[config.mk]
export PLATFORM = sky130hd
export DESIGN_NAME = io_bus_arbiter
export DESIGN_NICKNAME = d
export VERILOG_FILES = /design/src/rtl/io_bus_pkg.sv /design/src/rtl/io_rr_pick.sv /design/src/rtl/io_bus_arbiter.sv
export SDC_FILE = /design/constraint.sdc
export NUM_CORES = 1
export LEC_CHECK = 0
export ABC_AREA = 1
export CAP_MARGIN = 0
export CORE_ASPECT_RATIO = 0.8
export CORE_UTILIZATION = 45
export CTS_CLUSTER_SIZE = 10
export DETAILED_ROUTE_END_ITERATION = 8
export HOLD_SLACK_MARGIN = 0.15
export PLACE_DENSITY = 0.85
export SLEW_MARGIN = 20
export SYNTH_ARGS = -nofsm -noshare
export SYNTH_HDL_FRONTEND = slang
export SYNTH_HIERARCHICAL = 1
export SYNTH_SLANG_ARGS = --single-unit
[constraint.sdc]
create_clock -name clk -period 4.9 [get_ports clk]
set_clock_uncertainty 0.2 [all_clocks]
set_input_delay 1.47 -clock clk [delete_from_list [all_inputs] [get_ports clk]]
set_output_delay 1.47 -clock clk [all_outputs]
set_load 0.005 [all_outputs]
[src/rtl/io_bus_pkg.sv]
// io_bus_pkg: shared types and constants for the two-master IO bus arbiter.
//   state_t              : arbiter FSM states
//   TIMEOUT_CYCLES_DEF   : default bus_ready wait limit in cycles
//   ERR_RDATA_DEF        : default read data returned on a timeout
//   MASTER_CPU/MASTER_DBG: master index of the CPU io port and the debug/loader
package io_bus_pkg;

    typedef enum logic [1:0] {
        ST_IDLE   = 2'd0,
        ST_ACCESS = 2'd1,
        ST_RESP   = 2'd2
    } state_t;

    localparam int          TIMEOUT_CYCLES_DEF = 15;
    localparam logic [31:0] ERR_RDATA_DEF      = 32'hDEAD_BEEF;

    localparam int MASTER_CPU = 0;
    localparam int MASTER_DBG = 1;

endpackage

[src/rtl/io_rr_pick.sv]
// io_rr_pick: combinational round-robin grant for two masters.
//   req[1:0]   : per-master request
//   rr_ptr     : master that wins when both request
//   grant[1:0] : one-hot grant, all zero when nobody requests
module io_rr_pick
    import io_bus_pkg::*;
(
    input  logic [1:0] req,
    input  logic       rr_ptr,
    output logic [1:0] grant
);

    always_comb begin
        grant = 2'b00;
        case (req)
            2'b01:   grant[MASTER_CPU] = 1'b1;
            2'b10:   grant[MASTER_DBG] = 1'b1;
            2'b11: begin
                if (rr_ptr) grant[MASTER_DBG] = 1'b1;
                else        grant[MASTER_CPU] = 1'b1;
            end
            default: grant = 2'b00;
        endcase
    end

endmodule

[src/rtl/io_bus_arbiter.sv]
// io_bus_arbiter: arbitrates two masters (CPU io port, debug/loader) onto one
// IO bus with a bus_ready wait limit. All outputs are registered.
//   clk, rst_n             : clock, async active-low reset
//   m_req/m_we[1:0]        : per-master request and write flag
//   m_addr/m_wdata[63:0]   : master i uses bits [32i+31:32i]
//   m_ack/m_err[1:0]       : one-cycle completion pulse and timeout flag
//   m_rdata[31:0]          : shared read data, valid with an m_ack bit
//   bus_address, bus_write_value, bus_write_en, bus_read_en : IO bus request
//   bus_read_value, bus_ready                              : IO bus response
//
// state  | meaning
// IDLE   | waiting for a request; grant and latch on any m_req
// ACCESS | one strobe high, waiting for bus_ready or the wait limit
// RESP   | strobes low; ack/err to the owner issued on leaving this state
module io_bus_arbiter
    import io_bus_pkg::*;
#(
    parameter int          TIMEOUT_CYCLES = TIMEOUT_CYCLES_DEF,
    parameter logic [31:0] ERR_RDATA      = ERR_RDATA_DEF
) (
    input  logic        clk,
    input  logic        rst_n,
    input  logic [1:0]  m_req,
    input  logic [1:0]  m_we,
    input  logic [63:0] m_addr,
    input  logic [63:0] m_wdata,
    output logic [1:0]  m_ack,
    output logic [1:0]  m_err,
    output logic [31:0] m_rdata,
    output logic [31:0] bus_address,
    output logic [31:0] bus_write_value,
    output logic        bus_write_en,
    output logic        bus_read_en,
    input  logic [31:0] bus_read_value,
    input  logic        bus_ready
);

    localparam logic [7:0] TO_CNT = TIMEOUT_CYCLES[7:0];

    state_t      state_q, state_d;
    logic        rr_ptr_q;
    logic        owner_q;
    logic        we_q;
    logic        err_q;
    logic [31:0] rdata_q;
    logic [7:0]  wait_cnt_q;

    logic [1:0]  grant;
    logic        sel_dbg;
    logic        sel_we;
    logic        acc_done;
    logic        acc_timeout;

    io_rr_pick u_rr_pick (
        .req    (m_req),
        .rr_ptr (rr_ptr_q),
        .grant  (grant)
    );

    always_comb begin
        sel_dbg     = (grant == 2'b10);
        sel_we      = sel_dbg ? m_we[1] : m_we[0];
        acc_done    = 1'b0;
        acc_timeout = 1'b0;
        state_d     = state_q;
        case (state_q)
            ST_IDLE: begin
                if (m_req != 2'b00) state_d = ST_ACCESS;
            end
            ST_ACCESS: begin
                // a ready on the limit cycle completes normally
                if (bus_ready) begin
                    acc_done = 1'b1;
                    state_d  = ST_RESP;
                end else if (wait_cnt_q == TO_CNT) begin
                    acc_timeout = 1'b1;
                    state_d     = ST_RESP;
                end
            end
            ST_RESP:  state_d = ST_IDLE;
            default:  state_d = ST_IDLE;
        endcase
    end

    always_ff @(posedge clk or negedge rst_n) begin
        if (!rst_n) begin
            state_q         <= ST_IDLE;
            rr_ptr_q        <= 1'b0;
            owner_q         <= 1'b0;
            we_q            <= 1'b0;
            err_q           <= 1'b0;
            rdata_q         <= '0;
            wait_cnt_q      <= '0;
            m_ack           <= '0;
            m_err           <= '0;
            m_rdata         <= '0;
            bus_address     <= '0;
            bus_write_value <= '0;
            bus_write_en    <= 1'b0;
            bus_read_en     <= 1'b0;
        end else begin
            state_q      <= state_d;
            m_ack        <= '0;
            m_err        <= '0;
            m_rdata      <= '0;
            bus_write_en <= 1'b0;
            bus_read_en  <= 1'b0;
            case (state_q)
                ST_IDLE: begin
                    if (state_d == ST_ACCESS) begin
                        owner_q         <= sel_dbg;
                        we_q            <= sel_we;
                        bus_address     <= sel_dbg ? m_addr[63:32]  : m_addr[31:0];
                        bus_write_value <= sel_dbg ? m_wdata[63:32] : m_wdata[31:0];
                        bus_write_en    <= sel_we;
                        bus_read_en     <= ~sel_we;
                        wait_cnt_q      <= '0;
                    end
                end
                ST_ACCESS: begin
                    if (acc_done) begin
                        err_q   <= 1'b0;
                        rdata_q <= we_q ? 32'h0 : bus_read_value;
                    end else if (acc_timeout) begin
                        err_q   <= 1'b1;
                        rdata_q <= ERR_RDATA;
                    end else begin
                        wait_cnt_q   <= wait_cnt_q + 8'd1;
                        bus_write_en <= we_q;
                        bus_read_en  <= ~we_q;
                    end
                end
                ST_RESP: begin
                    m_ack[owner_q] <= 1'b1;
                    m_err[owner_q] <= err_q;
                    m_rdata        <= rdata_q;
                    rr_ptr_q       <= ~owner_q;
                end
                default: ;
            endcase
        end
    end

endmodule

### Word-level counts from Yosys, hierarchy flattened

Index checks and enable logic that the tools add are counted.

| cells by class | value |
|---|---|
| equality and inequality tests | 11 |
| order comparisons | 2 |
| bitwise operators | 4 |
| add/subtract/negate cells | 1 |
| reduce and logical (&&, ||, !) cells | 8 |
| mux-type cells | 38 |

Operator list:

| kind | count |
|---|---|
| two-way mux 32 bit | 6 |
| two-way mux 8 bit | 3 |
| two-way mux 1 bit | 17 |
| one-hot mux 8 bit (2 select lines) | 1 |
| two-way mux 2 bit | 5 |
| adder 8 x 1 -> 8 bit, second input constant | 1 |
| == test 2 bit, second input constant | 4 |
| == test 8 x 4 -> 1 bit, second input constant | 1 |
| one-hot mux 1 bit (2 select lines) | 4 |
| == test 2 x 1 -> 1 bit, second input constant | 3 |
| != test 2 bit, second input constant | 3 |
| nonzero test 2 bit | 3 |
| one-hot mux 2 bit (2 select lines) | 1 |
| AND reduction 2 bit | 2 |
| AND reduction 4 bit | 1 |
| inverter 1 bit | 3 |
| AND 2 bit | 1 |
| logical NOT 2 bit | 1 |
| less-than comparator 1 x 2 -> 1 bit, second input constant | 1 |
| demux 1 bit (select 1 bit) | 1 |
| greater-or-equal comparator 1 bit, second input constant | 1 |
| logical AND 1 bit | 1 |

| word-level totals | value |
|---|---|
| bits in registers | 148 |
| input bits | 167 |
| word-level logic and storage cells | 78 |

### Logic depth before layout (Yosys ltp)

Gate-level depths: netlist of the first run.

| logic depth | value |
|---|---|
| depth after elaboration | 7 |
| depth in mapped cells | 11 |
| mapped depth without buffers | 10 |

### Hierarchy

Netlist of the first run, hierarchy kept.

Modules (own cells, without submodules):

| module | cells each | times used | sequential area each (µm²) | area an instance (µm²) |
|---|---|---|---|---|
| io_bus_arbiter | 752 | 1 | 3703.6 | 6342.3 |
| io_rr_pick | 5 | 1 | 0.0 | 21.3 |

### Worst setup path before layout of the first run

No wires, ideal clock.

| timing path | value |
|---|---|
| path type | input to register |
| start | input port m_req[0] |
| end | register bus_address[31] |
| buffers on the path | 2 |
| stages on the path | 10 |
| setup time | 0.121 ns |
| slack | 2.178 ns |
| arrival | 2.401 ns |
| cell sequence | inv_1 nand2_1 nand2_1 inv_1 nor2_1 inv_1 buf_2 clkbuf_1 o21ai_0 o21ai_1 |

| on the way | value |
|---|---|
| elaborated cells on any way between the ends | 12 |

RTL lines:

| element | line | source |
|---|---|---|
| from (decl) | io_bus_arbiter.sv:23 | `input logic [1:0] m_req,` |
| == test 2 bit | io_rr_pick.sv:15 | `case (req)` |
| one-hot mux 1 bit (2 select lines) * | io_rr_pick.sv:15 |  |
| via grant[1] | io_bus_arbiter.sv:48 | `logic [1:0] grant;` |
| == test 2 bit * | io_bus_arbiter.sv:61 | `sel_dbg = (grant == 2'b10);` |
| two-way mux 32 bit * | io_bus_arbiter.sv:113 | `bus_address <= sel_dbg ? m_addr[63:32] : m_addr[31:0];` |
| to (signal assigned) | io_bus_arbiter.sv:113 |  |
| to (decl) | io_bus_arbiter.sv:30 | `output logic [31:0] bus_address,` |

Mark *: on every way through the listed nets, which the timed path passes. The rest lies on a longest branch.
A chain may end at the register's enable or synchronous reset.

### Worst setup path in the final report of the first run

| timing path | value |
|---|---|
| start | input port m_req[1] |
| end | register we_q |

| on the way | value |
|---|---|
| elaborated cells on any way between the ends | 12 |

RTL lines:

| element | line | source |
|---|---|---|
| == test 2 bit | io_rr_pick.sv:15 |  |
| one-hot mux 1 bit (2 select lines) * | io_rr_pick.sv:15 |  |
| via grant[1] | io_bus_arbiter.sv:48 |  |
| == test 2 bit * | io_bus_arbiter.sv:61 |  |
| two-way mux 1 bit * | io_bus_arbiter.sv:62 | `sel_we = sel_dbg ? m_we[1] : m_we[0];` |
| to (signal assigned) | io_bus_arbiter.sv:112 | `we_q <= sel_we;` |
| to (decl) | io_bus_arbiter.sv:43 | `logic we_q;` |

Marked as above.

==> qor.csv, run 1 <==
metric,value,unit
Critical Path Slowest Stage Cell,buf_4,
max-cap check violation count,0,
final setup fails,0,
Die Span Y,108,µm
"Net Count, Synth",925,
switching portion of total power,0.338,
register area,3700,µm²
period utilization,0.647,
Site Rows,38,
total global-route track usage,0.283,
WL final,19.8,mm
pin count of the biggest net entering global routing,104,
register area share after synthesis,0.582,
RSZ-0062 raised after global routing,false,
CTS Hold Bufs,0,
Seq pwr share,0.364,
# DRC,0,
CTS tree,built,
core area,13700,µm²
Most Frequent Cell on Critical Path,nand2_1,
Critical Path Start Type,primary input,
worst endpoint required time,5.01,ns
DRT iter0 DRCs,431,
Initial Util,0.465,
drt wl/cell,16.5,µm
R2R Path Start,wait_cnt_q[0],
Yosys reg bits,148,
syn avg cell area,8.41,µm²
TritonRoute pass-1 iters,5,
Post-CTS Setup Repair Bufs,0,
hpwl dp,13.6,mm
"antenna viol nets, final",0,
Cell Pwr Density,558,nW/µm²
crit path DAT,3.28,ns
Setup TNS Final,0,ns
clock-pin slew on the worst setup and hold paths,0.06,ns
Worst slew margin,0.349,
global-route wire length before repair,31.1,mm
critical-path maximum fanout,66,
Layout area overhead,53.3,%
Final nets,1174,
PostCTS Resize Cnt,0,
vias in the first global route,5970,
Routability Congestion,0.894,
CTS root buf,clkbuf_16,
final worst slack,1.73,ns
P_int,0.00360,W
combinational share of power,0.380,
crit end category,flip-flop,
via/cell ratio,5.04,
initial antenna violation count,0,
Ant. Diodes,0,
die area,14600,µm²
Port Buffers,268,
critical-path cell list,clkdlybuf4s50_1 -> nand3_1 -> nand2_1 -> inv_1 -> nor2_4 -> buf_4 -> nand2_1 -> nand2_1 -> nand2_1 -> o21ai_0,
multi-input logic area,2260,µm²
Tmin final,3.17,ns
FF-to-FF path depth,6,
Max H-tree Level,4,
library cells used by synthesis,27,
Final Hold Fails,0,
Syn. warnings,6,
Final Max Slew Viols,0,
Fmax,316,MHz
Max rail drop VDD,0.000309,V
HP Start,owner_q,
Worst-Skew Late Latency,0.41,ns
grt total ovfl,0,
kind of critical path,primary input to flip-flop,
number of fillers in the final layout,1068,
Clk pwr share,0.256,
vias,6041,
Die W,135,µm
"Cell Area, Synth",6360,µm²
Worst Setup SP,m_req[1],
Mapped Cells,757,
Hold Crit Class,flip-flop to flip-flop,
leakage power,4.43,nW
total CTS buffers,17,
largest stage delay on the critical path,0.58,ns
share of layout cells above drive strength 1,0.0530,
Least-Margin Pin Slew,0.977,ns
DP Worst Slack,1.34,ns
outcome,"finished, final reports clean",
Max Buffers Root-to-Sink,2,
sw power,0.00184,W
# clock sinks,148,
Worst Hold Depth,1,
IO Count,269,
Design Power,0.00544,W
## metrics by stage
stage	utilization	instance area (µm²)	hold WS, ns	std cells
floorplan	-	6360	0.244	757
global placement	0.666	9120	0.265	1167
detailed placement	0.666	9120	0.272	1167
CTS	0.713	9760	0.287	1199
global route	0.713	9760	0.306	1199
finish	0.713	9760	0.282	1199
## power by group through the flow
| stage | logic, W | registers (W) | clock network [W] |
|---|---|---|---|
| floorplan | 0.000974 | 0.00197 | 0 |
| detailed placement | 0.00206 | 0.00199 | 0 |
| finish | 0.00207 | 0.00198 | 0.00139 |
| global placement | 0.00201 | 0.00197 | 0 |
| global route | 0.00229 | 0.00203 | 0.00146 |
| CTS | 0.00208 | 0.00198 | 0.00141 |
## sequential cells by signal, indices dropped and copies added (netlist names)
signal	cells
we_q	1
rr_ptr_q	1
bus_read_en	1
rdata_q	32
bus_address	32
m_ack	2
bus_write_value	32
owner_q	1
state_q	2
bus_write_en	1
m_err	2
err_q	1
m_rdata	32
wait_cnt_q	8
## worst max-delay path: cells and delay by family
family | cells | cell delay, ns
AOI/OAI and AO/OA | 1 | 0.11
and+or+nand+nor | 6 | 0.53
buffers and inverters | 3 | 1.16
## cell usage after synthesis, drive strengths merged
| master | count | share of area |
|---|---|---|
| clkinv | 1 | 0.00059 |
| nand3 | 39 | 0.031 |
| o21ai | 143 | 0.11 |
| o22ai | 1 | 0.00098 |
| nor2 | 115 | 0.070 |
| buf | 29 | 0.028 |
| xor2 | 1 | 0.0014 |
| ha | 1 | 0.0020 |
| inv | 46 | 0.027 |
| nand2 | 211 | 0.13 |
| nor3 | 3 | 0.0041 |
| a21oi | 2 | 0.0016 |
| clkbuf | 16 | 0.0094 |
| dfrtp | 148 | 0.58 |
| xnor2 | 1 | 0.0014 |
## layer usage
| metal | routed length (µm) | global-route usage |
|---|---|---|
| met4 | 848 | 0.148 |
| met2 | 9660 | 0.468 |
| met1 | 7800 | 0.334 |
| met5 | 0 | 0 |
| met3 | 1450 | 0.0886 |
## worst paths after layout
| path | end | slack, ns |
|---|---|---|
| worst max register to register | rdata_q[14] | 2.55 |
| worst min-delay path | m_ack[0] | 0.28 |
| max in group asynchronous | m_rdata[8] | 2.73 |
| min in group asynchronous | bus_address[8] | 0.95 |
| worst max-delay path | we_q | 1.73 |
| worst min register to register | m_ack[0] | 0.28 |
## kinds of logic (layout without fill, tap and decap cells)
group	count (synthesis)	count (layout)	share of synthesized area
buf+inv	92	354	0.0647
xor+xnor	2	2	0.00275
simple gates	368	368	0.233
flops	148	148	0.582
fa+ha+maj	1	1	0.00197
compound gates	146	146	0.116
## cell usage in the layout (no fill, tap or decap), types with 4 or more instances in the layout
cell type / instances
buf_4: 5
clkbuf_16: 17
clkdlybuf4s50_1: 267
o21ai_0: 53
nand3_1: 38
bufinv_16: 4
inv_1: 42
inv_2: 4
nor2_1: 111
o21ai_1: 89
dfrtp_1: 148
nand2_1: 207
clkinvlp_4: 4
## area by class of cell
type | count | area share
sequential | 148 | 0.380
tap | 180 | 0.0231
multi-input combinational | 517 | 0.231
clock inverter | 12 | 0.0182
clock buffer | 20 | 0.0468
inverter | 47 | 0.0181
timing repair buffer | 275 | 0.283
Note: power is estimated with default switching activity, not from simulation.
==> run 2: changes to the inputs <==
- CORE_UTILIZATION: 45 -> 43
- PLACE_DENSITY: 0.85 -> 0.82
- clock period: 4.9 -> 3.2 ns (I/O delays scaled with it)
==> run 2 against run 1 <==
Sequential cell count did not move. Combinational power rose by 53%. Hold slack got worse by 0.013 ns. Cell area rose by 0.56%. Total power rose by 52%. Non-clock buffer count rose by 6. First-iteration DRC count fell by 6.5%. Worst setup slack got worse by 1.1 ns. Core utilization fell by 2.9 points. Largest power group unchanged.
==> qor.csv, run 2 (synthesis gave the netlist of run 1 again) <==
metric,value,unit,change
minimum hold slack,0.269,ns,-0.0132 ns
Max Buffers Root-to-Sink,2,,unchanged
r2r setup slk,0.79,ns,-1.76 ns
grt total ovfl,0,,unchanged
Worst slew margin,0.477,,+0.128
Fmax,392,MHz,
Port Buffers,268,,unchanged
Routability Congestion,0.857,,-4.1%
Ant. Diodes,0,,unchanged
final setup fails,0,,unchanged
P_int,0.00544,W,+51%
critical-path maximum fanout,20,,-70%
Cell Pwr Density,841,nW/µm²,+51%
Critical Path Start Type,primary input,,
RSZ-0062 raised after global routing,false,,
total global-route track usage,0.266,,-0.0174
die area,15300,µm²,+4.6%
period utilization,0.796,,
Die W,138,µm,+2.3%
initial antenna violation count,0,,unchanged
CTS root buf,clkbuf_16,,
PostCTS Resize Cnt,0,,unchanged
# DRC,0,,unchanged
CTS tree,built,,
Worst-Skew Late Latency,0.41,ns,about the same
"antenna viol nets, final",0,,unchanged
crit path buf inv count,4,,+1
outcome,"finished, final reports clean",,
global-route wire length before repair,31.9,mm,+2.5%
Design Power,0.00825,W,+52%
Hold Crit Class,primary input to asynchronous set/reset pin,,
Max rail drop VDD,0.000457,V,+48%
WL final,19.4,mm,-1.9%
max-cap check violation count,0,,unchanged
DRT iter0 DRCs,403,,-6.5%
Top Family by Delay on Critical Path,buffers and inverters,,
DRT met1 WL,7.97,mm,+2.2%
Worst R2R End,rdata_q[14],,
Final Max Slew Viols,0,,unchanged
Clk pwr share,0.249,,-0.007
most frequent cells in the layout,"clkdlybuf4s50_1 (267), nand2_1 (207), dfrtp_1 (148)",,
CTS Hold Bufs,0,,unchanged
critical-path cell list,clkdlybuf4s50_1 -> inv_1 -> a21oi_1 -> nor2_4 -> inv_1 -> buf_4 -> o21ai_0 -> o21ai_1,,
largest stage delay on the critical path,0.52,ns,-0.06 ns
drt wl/cell,16.0,µm,-2.7%
Site Rows,39,,+2.6%
Final nets,1180,,+0.51%
sw power,0.00281,W,+53%
Initial Util,0.444,,-0.0212
Layout area overhead,54.2,%,
Tmin final,2.55,ns,
routed wl met2,9.42,mm,-2.5%
IO Count,269,,unchanged
via/cell ratio,4.97,,-1.4%
clock-pin slew on the worst setup and hold paths,0.06,ns,about the same
total CTS buffers,17,,unchanged
vias in the first global route,6128,,+2.6%
"commonest non-fill, non-tap cell in the layout",clkdlybuf4s50_1,,
switching portion of total power,0.340,,+0.00247
Seq pwr share,0.368,,+0.004
hpwl dp,13.5,mm,-0.32%
Setup TNS Final,0,ns,unchanged
Critical Path Slowest Stage Cell,clkdlybuf4s50_1,,
vias,6004,,-0.61%
kind of critical path,primary input to flip-flop,,
Post-CTS Setup Repair Bufs,0,,unchanged
Final Hold Fails,0,,unchanged
Max H-tree Level,4,,unchanged
metal3 WL,1.35,mm,-7.3%
share of layout cells above drive strength 1,0.0595,,+0.00652
combinational share of power,0.383,,+0.003
Least-Margin Pin Slew,0.779,ns,-0.198 ns
Most Frequent Cell on Critical Path,inv_1,,
highest metal used,met4,,
crit path DAT,2.68,ns,-0.60 ns
crit end category,flip-flop,,
worst endpoint required time,3.33,ns,-1.68 ns
TritonRoute pass-1 iters,5,,unchanged
R2R Path Start,wait_cnt_q[0],,
core area,14300,µm²,+4.8%
pin count of the biggest net entering global routing,67,,-36%
FF-to-FF path depth,6,,unchanged
# clock sinks,148,,unchanged
Die Span Y,111,µm,+2.3%
leakage power,4.46,nW,+0.70%
==> run 2: cell count changes in the layout (fill, tap and decap cells not counted) <==
| cell | delta |
|---|---|
| clkbuf_8 | -1 |
| inv_6 | +2 |
| clkbuf_1 | -1 |
| buf_12 | +2 |
| clkinv_4 | +2 |
| buf_4 | +4 |
| clkinvlp_4 | -1 |
| bufinv_16 | -1 |
==> run 2: how the worst max path moves through the flow <==
stage / slack, ns / start / cells after the start / end
after floorplan: 0.99 / m_req[0] / 10 / bus_address[31]
after global placement: 0.35 / m_req[0] / 8 / bus_address[0]
after detailed placement: 0.23 / m_req[0] / 8 / bus_write_value[27]
after CTS: 0.66 / bus_address[28] / 1 / bus_address[28]
after global routing: 0.49 / m_req[0] / 8 / bus_write_value[28]
final: 0.65 / m_req[0] / 8 / bus_address[19]
==> run 2: metal layers <==
layer | GRT usage | vias up
met5 | 0 | -
met4 | 0.116 | 0
met3 | 0.0803 | 47
met2 | 0.434 | 201
met1 | 0.326 | 2848
li1 | - | 2908
==> run 2: power by group through the flow <==
stage	logic (W)	clock network (W)	registers (W)
after global placement	0.00309	0	0.00301
final	0.00316	0.00206	0.00304
after global routing	0.00352	0.00219	0.00313
after detailed placement	0.00317	0	0.00305
after floorplan	0.00149	0	0.00301
after CTS	0.00319	0.00209	0.00304
==> run 2: metrics by stage <==
stage	setup slack (ns)	cells	cell area (µm²)	util
after global routing	0.492	1209	9810	0.684
final	0.652	1209	9810	0.684
after detailed placement	0.235	1177	9200	0.641
after floorplan	0.988	757	6360	-
after global placement	0.348	1177	9200	0.641
after CTS	0.662	1209	9810	0.684
==> run 2: final cells by class <==
cell class                      count  area (µm²)
Clock inverter                     14         175
Clock buffer                       18         439
Fill cell                        1141        4530
Timing Repair Buffer              281        2830
Sequential cell                   148        3700
Multi-Input combinational cell    517        2260
Tap cell                          184         230
Inverter                           47         176
